File: src/rtl/memo_pkg.sv
// Shared memo word definitions used by the memo producer and the unpacker.
// No logic, no latency.
// No flow control.
package memo_pkg;

    localparam int MEMO_HI_W = 4;
    localparam int MEMO_LO_W = 2;

    // Packed layout on the wire: [5:2] = parts_hi, [1:0] = parts_lo (two's complement)
    typedef struct packed {
        logic        [MEMO_HI_W-1:0] parts_hi;
        logic signed [MEMO_LO_W-1:0] parts_lo;
    } memo_struct_t;

endpackage

File: src/rtl/memo_fifo.sv
// Generic synchronous FIFO: unpacked storage, wrapping pointers, occupancy count.
// Latency: a written entry is visible at rd_data on the next cycle (no bypass).
// Backpressure: push is ignored while full, pop is ignored while empty; clear wins over both.
module memo_fifo #(
    parameter int  DEPTH = 4,
    parameter type T     = logic [7:0]
) (
    input  logic                     clk,
    input  logic                     rst_n,
    input  logic                     clear,
    input  logic                     push,
    input  logic                     pop,
    input  T                         wr_data,
    output T                         rd_data,
    output logic                     full,
    output logic                     empty,
    output logic [$clog2(DEPTH):0]   count
);

    localparam int PW = $clog2(DEPTH);

    T                r_mem [DEPTH];
    logic [PW-1:0]   r_wr_ptr;
    logic [PW-1:0]   r_rd_ptr;
    logic [PW:0]     r_count;

    logic            w_do_push;
    logic            w_do_pop;

    assign full      = (r_count == (PW+1)'(DEPTH));
    assign empty     = (r_count == '0);
    assign count     = r_count;
    assign rd_data   = r_mem[r_rd_ptr];
    assign w_do_push = push && !full && !clear;
    assign w_do_pop  = pop && !empty && !clear;

    // Storage write; contents need no reset since count gates visibility
    always_ff @(posedge clk) begin
        if (w_do_push) begin
            r_mem[r_wr_ptr] <= wr_data;
        end
    end

    // Pointers and occupancy; DEPTH is a power of two so pointers wrap naturally
    always_ff @(posedge clk or negedge rst_n) begin
        if (!rst_n) begin
            r_wr_ptr <= '0;
            r_rd_ptr <= '0;
            r_count  <= '0;
        end else if (clear) begin
            r_wr_ptr <= '0;
            r_rd_ptr <= '0;
            r_count  <= '0;
        end else begin
            if (w_do_push) begin
                r_wr_ptr <= r_wr_ptr + 1'b1;
            end
            if (w_do_pop) begin
                r_rd_ptr <= r_rd_ptr + 1'b1;
            end
            case ({w_do_push, w_do_pop})
                2'b10:   r_count <= r_count + 1'b1;
                2'b01:   r_count <= r_count - 1'b1;
                default: r_count <= r_count;
            endcase
        end
    end

endmodule

File: src/rtl/memo_unpacker.sv
// Buffers memo words and presents each popped word as separate fields with running sum and history.
// Latency: 1 cycle from push to out_valid (no bypass); fields are combinational from the head entry.
// Backpressure: in_ready drops when DEPTH entries are held; a pop never frees space for a same-cycle push.
module memo_unpacker
    import memo_pkg::*;
#(
    parameter int DEPTH = 4,
    parameter int ACC_W = 8
) (
    input  logic                       clk,
    input  logic                       rst_n,
    input  logic                       clear,
    input  logic                       in_valid,
    output logic                       in_ready,
    input  memo_struct_t               in_data,
    output logic                       out_valid,
    input  logic                       out_ready,
    output logic [MEMO_HI_W-1:0]       out_hi,
    output logic signed [7:0]          out_lo,
    output logic signed [ACC_W-1:0]    acc,
    output logic [1:0][MEMO_HI_W-1:0]  hist,
    output logic [$clog2(DEPTH):0]     count
);

    memo_struct_t              w_head;
    logic                      w_full;
    logic                      w_empty;
    logic                      w_push;
    logic                      w_pop;
    logic signed [ACC_W-1:0]   w_lo_ext;

    logic signed [ACC_W-1:0]       r_acc;
    logic [1:0][MEMO_HI_W-1:0]     r_hist;

    assign in_ready  = !w_full;
    assign out_valid = !w_empty;
    assign w_push    = in_valid && in_ready;
    assign w_pop     = out_valid && out_ready;

    assign out_hi    = w_head.parts_hi;
    assign out_lo    = {{(8-MEMO_LO_W){w_head.parts_lo[MEMO_LO_W-1]}}, w_head.parts_lo};
    assign w_lo_ext  = {{(ACC_W-MEMO_LO_W){w_head.parts_lo[MEMO_LO_W-1]}}, w_head.parts_lo};
    assign acc       = r_acc;
    assign hist      = r_hist;

    memo_fifo #(
        .DEPTH (DEPTH),
        .T     (memo_struct_t)
    ) u_fifo (
        .clk     (clk),
        .rst_n   (rst_n),
        .clear   (clear),
        .push    (w_push),
        .pop     (w_pop),
        .wr_data (in_data),
        .rd_data (w_head),
        .full    (w_full),
        .empty   (w_empty),
        .count   (count)
    );

    // Running sum of popped parts_lo (wraps at ACC_W) and two-deep parts_hi history
    always_ff @(posedge clk or negedge rst_n) begin
        if (!rst_n) begin
            r_acc  <= '0;
            r_hist <= '0;
        end else if (clear) begin
            r_acc  <= '0;
            r_hist <= '0;
        end else if (w_pop) begin
            r_acc     <= r_acc + w_lo_ext;
            r_hist[1] <= r_hist[0];
            r_hist[0] <= w_head.parts_hi;
        end
    end

endmodule

File: config.mk
export PLATFORM = sky130hd
export DESIGN_NAME = memo_unpacker
export DESIGN_NICKNAME = d
export VERILOG_FILES = /design/src/rtl/memo_pkg.sv /design/src/rtl/memo_fifo.sv /design/src/rtl/memo_unpacker.sv
export SDC_FILE = /design/constraint.sdc
export NUM_CORES = 1
export LEC_CHECK = 0
export BUFFER_PORTS_ARGS = -buffer_cell sky130_fd_sc_hd__buf_2
export CORE_MARGIN = 5
export CORE_UTILIZATION = 45
export CTS_BUF_LIST = sky130_fd_sc_hd__clkbuf_4 sky130_fd_sc_hd__clkbuf_8 sky130_fd_sc_hd__clkbuf_16
export DETAILED_ROUTE_END_ITERATION = 12
export PLACE_DENSITY = 0.67
export SETUP_SLACK_MARGIN = 0.3
export SLEW_MARGIN = 30
export SYNTH_ARGS = -nofsm -noshare
export SYNTH_HDL_FRONTEND = slang
export SYNTH_HIERARCHICAL = 1
export SYNTH_SLANG_ARGS = --single-unit
export TNS_END_PERCENT = 30
File: constraint.sdc
create_clock -name clk -period 5.1 [get_ports clk]
set_input_delay 1.02 -clock clk [delete_from_list [all_inputs] [get_ports clk]]
set_output_delay 1.02 -clock clk [all_outputs]
set_load 0.05 [all_outputs]
# After elaboration in Yosys (flattened, before gate mapping)
# Memory sizes are Yosys's and may differ from the RTL's.
# Index checks and enable logic that the tools add are counted.
[op_classes]
add_sub_neg = 5
n_eq_ne = 3
n_mux = 12
reduce_logical = 14
[ops]
columns = ["op", "n"]
rows = [
  ["two-way mux 8 bit", 4],
  ["adder 8 x 2 -> 8 bit", 1],
  ["two-way mux 2 bit", 4],
  ["logical AND 1 bit", 6],
  ["case mux 3 bit (2 select lines)", 1],
  ["nonzero test 2 bit", 3],
  ["adder 2 x 1 -> 2 bit (second input constant)", 2],
  ["adder 3 x 1 -> 3 bit (second input constant)", 1],
  ["== test 3 bit (second input constant)", 1],
  ["zero test 1 bit", 3],
  ["zero test 3 bit", 1],
  ["two-way mux 3 bit", 1],
  ["nonzero test 3 bit", 1],
  ["subtractor 3 x 1 -> 3 bit (second input constant)", 1],
  ["== test 2 x 1 -> 1 bit (second input constant)", 1],
  ["== test 2 bit (second input constant)", 1],
  ["two-way mux 1 bit", 2],
]
[totals]
register_bits = 23
ram_bits = 24
output_inout_bits = 33
wordCells = 41
n_memories = 1
[mem_list]
columns = ["name", "depth", "width", "rd", "rd_ports_with_merged_regs", "wr", "line", "rtl"]
rows = [
  ["u_fifo.r_mem", 4, 6, 1, 0, 1, "memo_fifo.sv:22", "T r_mem [DEPTH];"],
]

# Longest topological paths before layout
[depth]
depth_word = 8
mapped_depth = 14
ltp_nobuf = 10

# Modules after synthesis
# The synthesis kept the hierarchy.
[modules_own_cells]
columns = ["module", "n_inst", "cells_each", "area_each_um2"]
rows = [
  ["memo_fifo", 1, 96, 1416.4],
  ["memo_unpacker", 1, 116, 1026.0],
]

# Worst setup path before layout
# OpenSTA, ideal clock, no wires.
[synth_path]
kind = "register -> register"
from = "reg u_fifo.r_count[2], in the netlist u_fifo/count[2]"
to = "reg u_fifo.r_count[1], in the netlist u_fifo/count[1]"
setup_time_ns = 0.094
arrival_ns = 2.839
required_ns = 5.006
setup_slack_ns = 2.167
path_stages_with_launch = 15
period_less_slack_ns = 2.933
path_cell_list = "dfrtp_1 > buf_2 > nor3_1 > nand2b_1 > buf_6 > inv_4 > buf_2 > buf_2 > nand2b_1 > nor3_1 > fa_1 > inv_1 > a311oi_1 > a21oi_1 > a211oi_1"
[synth_via]
elab_chain_len = 8
elab_cells_between_ends = 15
[synth_rtl]
columns = ["element", "line", "rtl"]
rows = [
  ["from (decl)", "memo_fifo.sv:25", "logic [PW:0] r_count;"],
  ["from (signal assigned)", "memo_fifo.sv:62", "2'b10: r_count <= r_count + 1'b1;"],
  ["from (signal assigned)", "memo_fifo.sv:63", "2'b01: r_count <= r_count - 1'b1;"],
  ["from (signal assigned)", "memo_fifo.sv:64", "default: r_count <= r_count;"],
  ["zero test 3 bit *", "memo_fifo.sv:31", "assign empty = (r_count == '0);"],
  ["via w_empty", "memo_unpacker.sv:27", "logic w_empty;"],
  ["zero test 1 bit *", "memo_unpacker.sv:36", "assign out_valid = !w_empty;"],
  ["logical AND 1 bit *", "memo_unpacker.sv:38", "assign w_pop = out_valid && out_ready;"],
  ["via w_pop", "memo_unpacker.sv:29", "logic w_pop;"],
  ["logical AND 1 bit * (2 in a row)", "memo_fifo.sv:35", "assign w_do_pop = pop && !empty && !clear;"],
  ["== test 2 x 1 -> 1 bit or == test 2 bit (tied branches)", "memo_fifo.sv:61", "case ({w_do_push, w_do_pop})"],
  ["case mux 3 bit (2 select lines)", "memo_fifo.sv:61", ""],
  ["two-way mux 3 bit", "memo_fifo.sv:50", "end else if (clear) begin"],
]
# Mark *: on every way through the listed nets, which the timed path passes. The rest lies on a longest branch.
# A chain may end at the register's enable or synchronous reset.

# Worst setup path after layout
[layout_path]
from = "reg u_fifo.r_count[0], in the netlist u_fifo/count[0]"
to = "reg u_fifo.r_count[1], in the netlist u_fifo/count[1]"
[layout_via]
elab_chain_len = 8
elab_cells_between_ends = 17
[layout_rtl]
columns = ["element", "line"]
rows = [
  ["zero test 3 bit *", "memo_fifo.sv:31"],
  ["via w_empty", "memo_unpacker.sv:27"],
  ["zero test 1 bit *", "memo_fifo.sv:35, memo_unpacker.sv:36"],
  ["logical AND 1 bit", "memo_unpacker.sv:38"],
  ["logical AND 1 bit * (2 in a row)", "memo_fifo.sv:35"],
  ["== test 2 x 1 -> 1 bit or == test 2 bit (tied branches)", "memo_fifo.sv:61"],
  ["case mux 3 bit (2 select lines)", "memo_fifo.sv:61"],
  ["two-way mux 3 bit", "memo_fifo.sv:50"],
]
# Marks and branches as above.

==> reports/metrics.cfg <==
[run_status]
outcome = complete, no violations

[finish]
final_util = 0.5252
multi_input_area_mm2 = 0.001002
syn_to_final_growth_pct = 11.94
nNetsFinal = 268
fin_area_mm2 = 0.002734
regArea_mm2 = 0.001296
n_antenna_cell = 0
final_cells = 315
post_route_cells_drive_above_1_share = 0.2531
fillers = 482

[floorplan]
core_mm2 = 0.005205
die_y_um = 83.67
pin_count = 44
fp-row-count = 26
die_area_mm2 = 0.007001
die_w_um = 83.67
start_util = 0.4692

[critical_path]
crit_chain = nor3_1, nand2b_1, inv_4, nand2b_1, nor3_1, fa_1, inv_1, a311oi_1, a21oi_1, a211oi_1
path_max_fanout = 27
start_kind = flop
regToRegEndpoint = u_fifo/count[1]$_DFFE_PN0P_
path_delay_family = simple AND/OR/NAND/NOR gates
required_ps = 5320
cp_num_cells = 10
rr_startpoint = u_fifo/count[0]$_DFFE_PN0P_
critical-path-max-stage-delay_ps = 650
critPathCaptureType = flop
crit_start = u_fifo/count[0]$_DFFE_PN0P_
cp_slowest_cell = nand2b_1
r2r_slack_ps = 1830
r2r_cells = 10
critPathBufInv = 2
crit_arrival_ps = 3490
cp-endpoint = u_fifo/count[1]$_DFFE_PN0P_
path_class = reg -> reg

[global_route]
grt_usage = 0.1398
grt_pass1_vias = 1719
gr-total-overflow = 0
grt_max_degree = 28
grt_pass1_wl_mm = 7.976
antenna_found_initial = 0

[sta]
timing.final.crit_share = 0.6417
clock_skew_ps = 8.926
post-route-min-period_ps = 3273
slew_viol_final = 0
tns_ps = 0
rsz0062_at_grt = false
setup_slack_ps = 1827
whs_ps = 523.4
worst_pin_slew_ps = 745.7
setup_violations = 0
max_freq_ghz = 0.3056
relSlewSlack = 0.5029
hold_violations = 0

[clock_tree]
clockBufferDepth = 2
postCtsHoldBufs = 0
cts_max_level = 2
clk_latency_ps = 310
cts_resized = 0
cts_tree = built
post_cts_buffers = 0
clock-root-buffer = clkbuf_8
clk_pin_slew_ps = 100
cts_buffers = 5
cts.sink_count = 47

[place]
gp_congestion = 0.8527
placed_cells = 307
hpwlAfterDp_mm = 3.207
io_buffers = 43
pre_cts_ws_ps = 1726
dpl_cell_area_mm2 = 0.002638

[run]
drv_cap = 0

[routing]
num_vias = 1654
avgViaCountPerCell = 5.251
drc = 0
wl_mm = 4.538
drtAntennaViolNets = 0
drtIter0Drc = 71
wl_per_cell_um = 14.41
drt-pass1-iter-count = 4

[pwr]
leakage_nw = 1.162
p_total_mw = 1.045
p_per_area_mw_per_mm2 = 382.4
ir_drop_uv = 181.2

[yosys]
synth_ff_type = edfxtp_1
synth-edff-count = 24
avgSynthCellArea_um2 = 11.52
ys_ff_latch = 47
synth_nets = 236
syn-cell-area_mm2 = 0.002442
post_synth_inst_count = 212
synth_seq_area_share = 0.5307
async_flop_share = 0.4894
synth.distinct_cells = 47
yosysTopAreaCell = edfxtp_1
synth.area.top_cells = edfxtp_1, dfrtp_1, ha_1, mux4_2, nand2_1
yosysWarnings = 6
synth_top_area_frac = 0.2951

[worst_hold_path]
hold_path_class = reg -> reg

==> worst register-to-register path, stage by stage (launching register included) <==
cell and delay [ps]:
dfrtp_1 540, nor3_1 410, nand2b_1 650, inv_4 260, nand2b_1 180, nor3_1 80, fa_1 500, inv_1 50
a311oi_1 200, a21oi_1 100, a211oi_1 220
==> where the power goes <==
group          switching, mW  internal [mW]  leakage [nW]
clock network          0.137          0.102        0.0467
registers             0.0300          0.429         0.532
logic                  0.245          0.103         0.584
==> cell type report <==
class                   instances  share of cell area
multi-input cells             138              0.3666
clock inverters                 3             0.01007
well taps                      70             0.03204
clock buffers                   5             0.02517
flip-flops and latches         47              0.4741
inverters                       9             0.01327
repair buffers                 43             0.07872
==> cells in the mapped netlist (5+ instances only) <==
cell type,instances
dfrtp_1,23
a21oi_1,18
inv_1,8
mux4_2,6
ha_1,11
o21ai_0,5
nor2_1,7
edfxtp_1,24
nor3_1,5
buf_4,7
nand2_1,30
buf_2,5
nand2b_1,6
==> metal layers <==
layer | up-vias | wire length [um] | share of wire | track usage
met2 | 40 | 2231 | 0.49 | 0.2278
met3 | 5 | 218 | 0.048 | 0.03356
li1 | 821 | - | - | -
met1 | 788 | 2031 | 0.45 | 0.1784
met4 | 0 | 55 | 0.012 | 0.05702
met5 | - | 0 | 0 | 0
==> how the worst min path moves through the flow <==
stage,cells after the start,to,slack (ps),from
floorplan,2,u_fifo/r_wr_ptr[1]$_DFFE_PN0P_,540,u_fifo/r_wr_ptr[1]$_DFFE_PN0P_
global placement,2,hist[4]$_DFFE_PN0P_,520,hist[4]$_DFFE_PN0P_
detailed placement,2,hist[4]$_DFFE_PN0P_,520,hist[4]$_DFFE_PN0P_
CTS,2,hist[4]$_DFFE_PN0P_,530,hist[4]$_DFFE_PN0P_
global route,2,hist[4]$_DFFE_PN0P_,550,hist[4]$_DFFE_PN0P_
finish,2,hist[6]$_DFFE_PN0P_,520,hist[6]$_DFFE_PN0P_
==> registers in the layout (all words and copies together) (netlist names) <==
register / count
acc: 8
hist: 8
u_fifo/count: 3
u_fifo/r_mem: 24
u_fifo/r_rd_ptr: 2
u_fifo/r_wr_ptr: 2
==> cells in the final DEF (no fill, tap or decap), types with 3 or more instances in the layout <==
| cell | n |
|---|---|
| nor2_1 | 7 |
| nor3_1 | 5 |
| o21ai_0 | 5 |
| clkbuf_8 | 5 |
| a21oi_1 | 18 |
| ha_1 | 11 |
| nand2b_1 | 6 |
| nand3_1 | 4 |
| and2_1 | 4 |
| edfxtp_1 | 24 |
| inv_1 | 8 |
| dfrtp_1 | 23 |
| mux4_2 | 6 |
| buf_2 | 43 |
| mux2i_1 | 3 |
| xnor2_1 | 3 |
| nand2_1 | 30 |
| a21o_1 | 4 |
==> kinds of logic after synthesis <==
kind of cell	synth area share
compound gates	0.1204
xor+xnor	0.01793
fa+ha+maj	0.07275
buf+inv	0.05891
flops	0.5307
mux	0.07377
simple gates	0.1255
No activity file was read; power rests on OpenSTA's default activity.
